--- src/rtl/alu_issue.sv ---
// Execute-stage sequencer for the 8-bit ALU. It takes one instruction at a time,
// reads both operands from an 8 x 8-bit register file and drives them to the ALU.
// It captures the ALU result, then writes back the accumulator and both flags.
module alu_issue #(
  parameter int unsigned NREG = 8
) (
  input  logic       clk,
  input  logic       rst,
  input  logic       in_valid,
  input  logic [15:0] in_instr,
  output logic       in_ready,
  input  logic       ld_en,
  input  logic [2:0] ld_addr,
  input  logic [7:0] ld_data,
  input  logic [2:0] dbg_addr,
  output logic [7:0] dbg_data,
  output logic [3:0] alu_opcode,
  output logic [7:0] alu_a,
  output logic [7:0] alu_b,
  input  logic [7:0] alu_acc,
  input  logic       alu_flag,
  input  logic       alu_eq,
  output logic       flag,
  output logic       eq,
  output logic       done
);

  typedef enum logic [1:0] {StIdle, StRead, StExec, StWb} state_e;

  state_e     state;
  logic [3:0] ir_op;
  logic [2:0] ir_rd;
  logic [2:0] ir_rs;
  logic [7:0] res_acc;
  logic       res_flag;
  logic       res_eq;
  logic [7:0] regs [NREG];
  logic       defined_op;
  logic       unused_instr;

  // Instruction bits outside the opcode/rd/rs fields carry no meaning here.
  assign unused_instr = ^{in_instr[11], in_instr[7], in_instr[3:0]};

  assign defined_op = (ir_op <= 4'hA);
  assign dbg_data   = regs[dbg_addr];

  // Sequencer FSM with its registered handshake, ALU-port and flag outputs.
  always_ff @(posedge clk or posedge rst) begin
    if (rst) begin
      state      <= StIdle;
      ir_op      <= 4'h0;
      ir_rd      <= 3'd0;
      ir_rs      <= 3'd0;
      alu_opcode <= 4'h0;
      alu_a      <= 8'h00;
      alu_b      <= 8'h00;
      res_acc    <= 8'h00;
      res_flag   <= 1'b0;
      res_eq     <= 1'b0;
      flag       <= 1'b0;
      eq         <= 1'b0;
      done       <= 1'b0;
      in_ready   <= 1'b1;
    end else begin
      unique case (state)
        StIdle: begin
          if (in_valid) begin
            ir_op    <= in_instr[15:12];
            ir_rd    <= in_instr[10:8];
            ir_rs    <= in_instr[6:4];
            in_ready <= 1'b0;
            state    <= StRead;
          end
        end
        StRead: begin
          // Any load made on the accept edge is already visible in regs here.
          alu_a      <= regs[ir_rd];
          alu_b      <= regs[ir_rs];
          alu_opcode <= ir_op;
          state      <= StExec;
        end
        StExec: begin
          res_acc  <= alu_acc;
          res_flag <= alu_flag;
          res_eq   <= alu_eq;
          done     <= 1'b1;
          state    <= StWb;
        end
        StWb: begin
          if (defined_op) begin
            flag <= res_flag;
            eq   <= res_eq;
          end
          done     <= 1'b0;
          in_ready <= 1'b1;
          state    <= StIdle;
        end
        default: state <= StIdle;
      endcase
    end
  end

  // Register file: external loads only while idle, ALU writeback at the end of WB.
  always_ff @(posedge clk or posedge rst) begin
    if (rst) begin
      for (int unsigned i = 0; i < NREG; i++) begin
        regs[i[2:0]] <= 8'h00;
      end
    end else if (state == StIdle && ld_en) begin
      regs[ld_addr] <= ld_data;
    end else if (state == StWb && defined_op && ir_op != 4'h4) begin
      regs[ir_rd] <= res_acc;
    end
  end

endmodule
--- config.mk ---
export PLATFORM = sky130hd
export DESIGN_NAME = alu_issue
export DESIGN_NICKNAME = d
export VERILOG_FILES = /design/src/rtl/alu_issue.sv
export SDC_FILE = /design/constraint.sdc
export NUM_CORES = 1
export LEC_CHECK = 0
export CELL_PAD_IN_SITES_DETAIL_PLACEMENT = 0
export CELL_PAD_IN_SITES_GLOBAL_PLACEMENT = 1
export CORE_AREA = 2 2 172 174
export CTS_CLUSTER_DIAMETER = 40
export DETAILED_ROUTE_END_ITERATION = 6
export DIE_AREA = 0 0 174 176
export GPL_ROUTABILITY_DRIVEN = 0
export PLACE_DENSITY = 0.49
export RECOVER_POWER = 50
export SYNTH_ARGS = -nofsm -noshare
export SYNTH_HDL_FRONTEND = slang
export SYNTH_SLANG_ARGS = --single-unit
--- constraint.sdc ---
create_clock -name clk -period 10.5 [get_ports clk]
set_clock_uncertainty 0.2 [all_clocks]
set_input_delay 1.05 -clock clk [delete_from_list [all_inputs] [get_ports clk]]
set_output_delay 1.05 -clock clk [all_outputs]
set_load 0.005 [all_outputs]
==> flow_summary.yaml <==
hold_path:
  holdCritPathClass: "flip-flop to flip-flop"
cts:
  clkSlewWorstSetupHoldPaths_ns: 0.08
  clock_path_buffers: 2
  cts-root-buf: "clkbuf_16"
  cts-resized-gates: 0
  cts_max_level: 3
  hold_buffers: 0
  numClockSinks: 110
  insertion_delay_ns: 0.36
  cts_tree: "built"
  post_cts_buffers: 0
  cts_buffers: 9
synthesis:
  yosysTopAreaCell: "dfrtp_1"
  synthArstFlopShare_pct: 100.0
  ys_types: 48
  synth_top_area_share_pct: 41.83
  synthAdderAreaFrac_pct: 0.9593
  syn_area_sq_um: 6521
  synthesis.nets: 657
  postSynthCellCount: 608
  ys_ff_latch: 110
  synth_top_family_by_area: "multiplexers"
  synth_most_common_cell: "nand2_1"
  synth.top_cells.by_count: "nand2_1, dfrtp_1, mux4_2"
  synth-compound-area-share_pct: 12.34
  ys.flop_type: "dfrtp_1"
  synth_area_per_cell_sq_um: 10.73
  synth_xor_area_share_pct: 0
  ys_seq_area_share_pct: 42.23
  yosysWarningCount: 0
  synth.area.mux_share_pct: 22.85
  synth_enable_flop_cells: 0
  synthTopCellsByArea: "dfrtp_1, mux4_2, nand2_1"
  synthSimpleGateAreaFrac_pct: 16.16
critical_path:
  arrival_ns: 3.74
  path_max_fanout: 16
  critPathKind: "primary input to primary output"
  critPathRequiredTime_ns: 9.25
  r2r_slack_ns: 7.31
  cp-start-kind: "primary input"
  end_kind: "primary output"
placed_design:
  portBuffers: 69
  dp_hpwl_um: 15740
timing:
  final-hold-violation-count: 0
  rsz0062_at_grt: "false"
  finalSetupTns_ns: 0
  hold-worst-slack_ns: 0.2722
  post-route-period-util_pct: 47.50
  worst_slew_pin_slew_ns: 3.209
  min_period_ns: 4.987
  finalSetupViolCount: 0
  fmax_mhz: 200.5
  max_slew_margin_pct: -115.1
  drv_slew: 146
floorplanning:
  num_io_pins: 76
  rows: 62
  die_w_um: 174
  start_util_pct: 22.84
  core-area_sq_um: 28550
  die_h_um: 176
  die_area_sq_um: 30620
global_routing:
  grt_pass1_vias: 5371
  grt_pass1_wl_um: 33780
  grt_usage_pct: 14.61
  overflow: 0
  grt_max_degree: 68
  antenna_found_initial: 0
finish:
  nets: 696
  n_antenna_cell: 0
  syn2layout_area_growth_pct: 19.69
  drive_gt1_share_pct: 17.64
drt:
  detail-route-antenna-nets: 0
  dr.pass1.iters: 4
  route.vias.total: 5158
  routed_wirelength_um: 21870
  vias_per_cell: 4.979
  wl_per_cell_um: 21.11
  route.detailed.drc: 0
  first_iter_violations: 334
status:
  status: "finished, violations left"
  violations: "max-capacitance violations, max-slew violations"
pwr:
  peakVddDrop_mv: 0.08979
  p_per_area_nw_per_um2: 307.8
  p_leak_nw: 2.946
flow_run:
  maxCapViolations: 3
[logic make-up after synthesis]
kind of cell	after synthesis
flip-flops	110
multiplexers	93
adder cells (fa/ha/maj)	5
AO/OA/AOI/OAI	102
buffers and inverters	85
AND/OR/NAND/NOR	213
[cell usage in the layout, fill, tap and decap left out, types with 2 or more instances in the layout]
master,instances
nand2_1,121
o221ai_1,31
nor3_2,3
mux4_2,41
a22oi_1,2
or3_1,4
nor2b_1,4
a221oi_1,4
nor2_1,20
dlygate4sd3_1,21
o211ai_1,32
mux2_2,37
dfrtp_1,109
nand3b_1,3
clkinvlp_4,3
inv_1,35
o21ai_0,3
mux2i_1,15
ha_1,5
buf_4,6
a31o_4,3
o22a_1,2
clkdlybuf4s50_1,48
nand2b_1,2
nand3_1,7
a21oi_1,18
clkbuf_16,9
nor3_1,5
or4_1,33
clkbuf_1,3
[path summary, 6_finish.rpt]
check | from | endpoint | depth (start not counted)
worst max-delay path | dbg_addr[0] | dbg_data[3] | 4
worst min-delay path | res_eq$_DFFE_PP0P_ | eq$_DFFE_PP0P_ | 2
worst max register to register | state[1]$_DFFE_PP0P_ | regs[18]$_DFFE_PP0P_ | 5
worst min register to register | res_eq$_DFFE_PP0P_ | eq$_DFFE_PP0P_ | 2
max in group asynchronous | rst | regs[32]$_DFFE_PP0P_ | 3
min in group asynchronous | rst | res_acc[2]$_DFFE_PP0P_ | 2
[flip-flops by register name, summed over array words and instances (netlist names)]
| register | cells |
|---|---|
| flag | 1 |
| alu_opcode | 4 |
| ir_rd | 3 |
| done | 1 |
| ir_op | 4 |
| res_eq | 1 |
| res_acc | 8 |
| in_ready | 1 |
| eq | 1 |
| ir_rs | 3 |
| regs | 64 |
| alu_a | 8 |
| state | 2 |
| alu_b | 8 |
| res_flag | 1 |
[stage by stage]
step / instance area [sq um] / cells / util (%) / worst slack (ns) / power (mW)
6_report: 7805 / 1036 / 27.34 / 5.513 / 2.403
5_1_grt: 7805 / 1036 / 27.34 / 5.331 / 2.583
4_1_cts: 7818 / 1036 / 27.38 / 5.449 / 2.446
3_5_place_dp: 7538 / 1020 / 26.41 / 5.455 / 2.098
3_3_place_gp: 7533 / 1020 / 26.39 / 5.487 / 2.055
2_1_floorplan: 6521 / 608 / - / 6.349 / 1.636
[report_power, final]
group,switching (mW),internal [mW]
clock,0.169,0.168
sequential,0.275,0.643
combinational,0.547,0.601
total,0.991,1.41
[cell type report]
type	instances	area, sq um
Timing Repair Buffer	77	743.2
Tap cell	384	480.5
Clock buffer	11	242.7
Sequential cell	110	2754
Fill cell	3087	20740
Clock inverter	5	36.28
Multi-Input combinational cell	413	3412
Inverter	36	136.4
[layer usage]
| layer | global-route usage, % | share of wire [%] | routed length, um |
|---|---|---|---|
| met2 | 23.74 | 47 | 10350 |
| met1 | 20.43 | 46 | 10090 |
| met4 | 3.186 | 0.96 | 211 |
| met5 | 0 | 0 | 0 |
| met3 | 2.541 | 5.6 | 1217 |
[critical path: stages]
cell and delay (ns):
clkdlybuf4s50_1 1.29, mux4_2 0.61, mux2_2 0.32, clkdlybuf4s50_1 0.46
No activity file was read; power rests on OpenSTA's default activity.
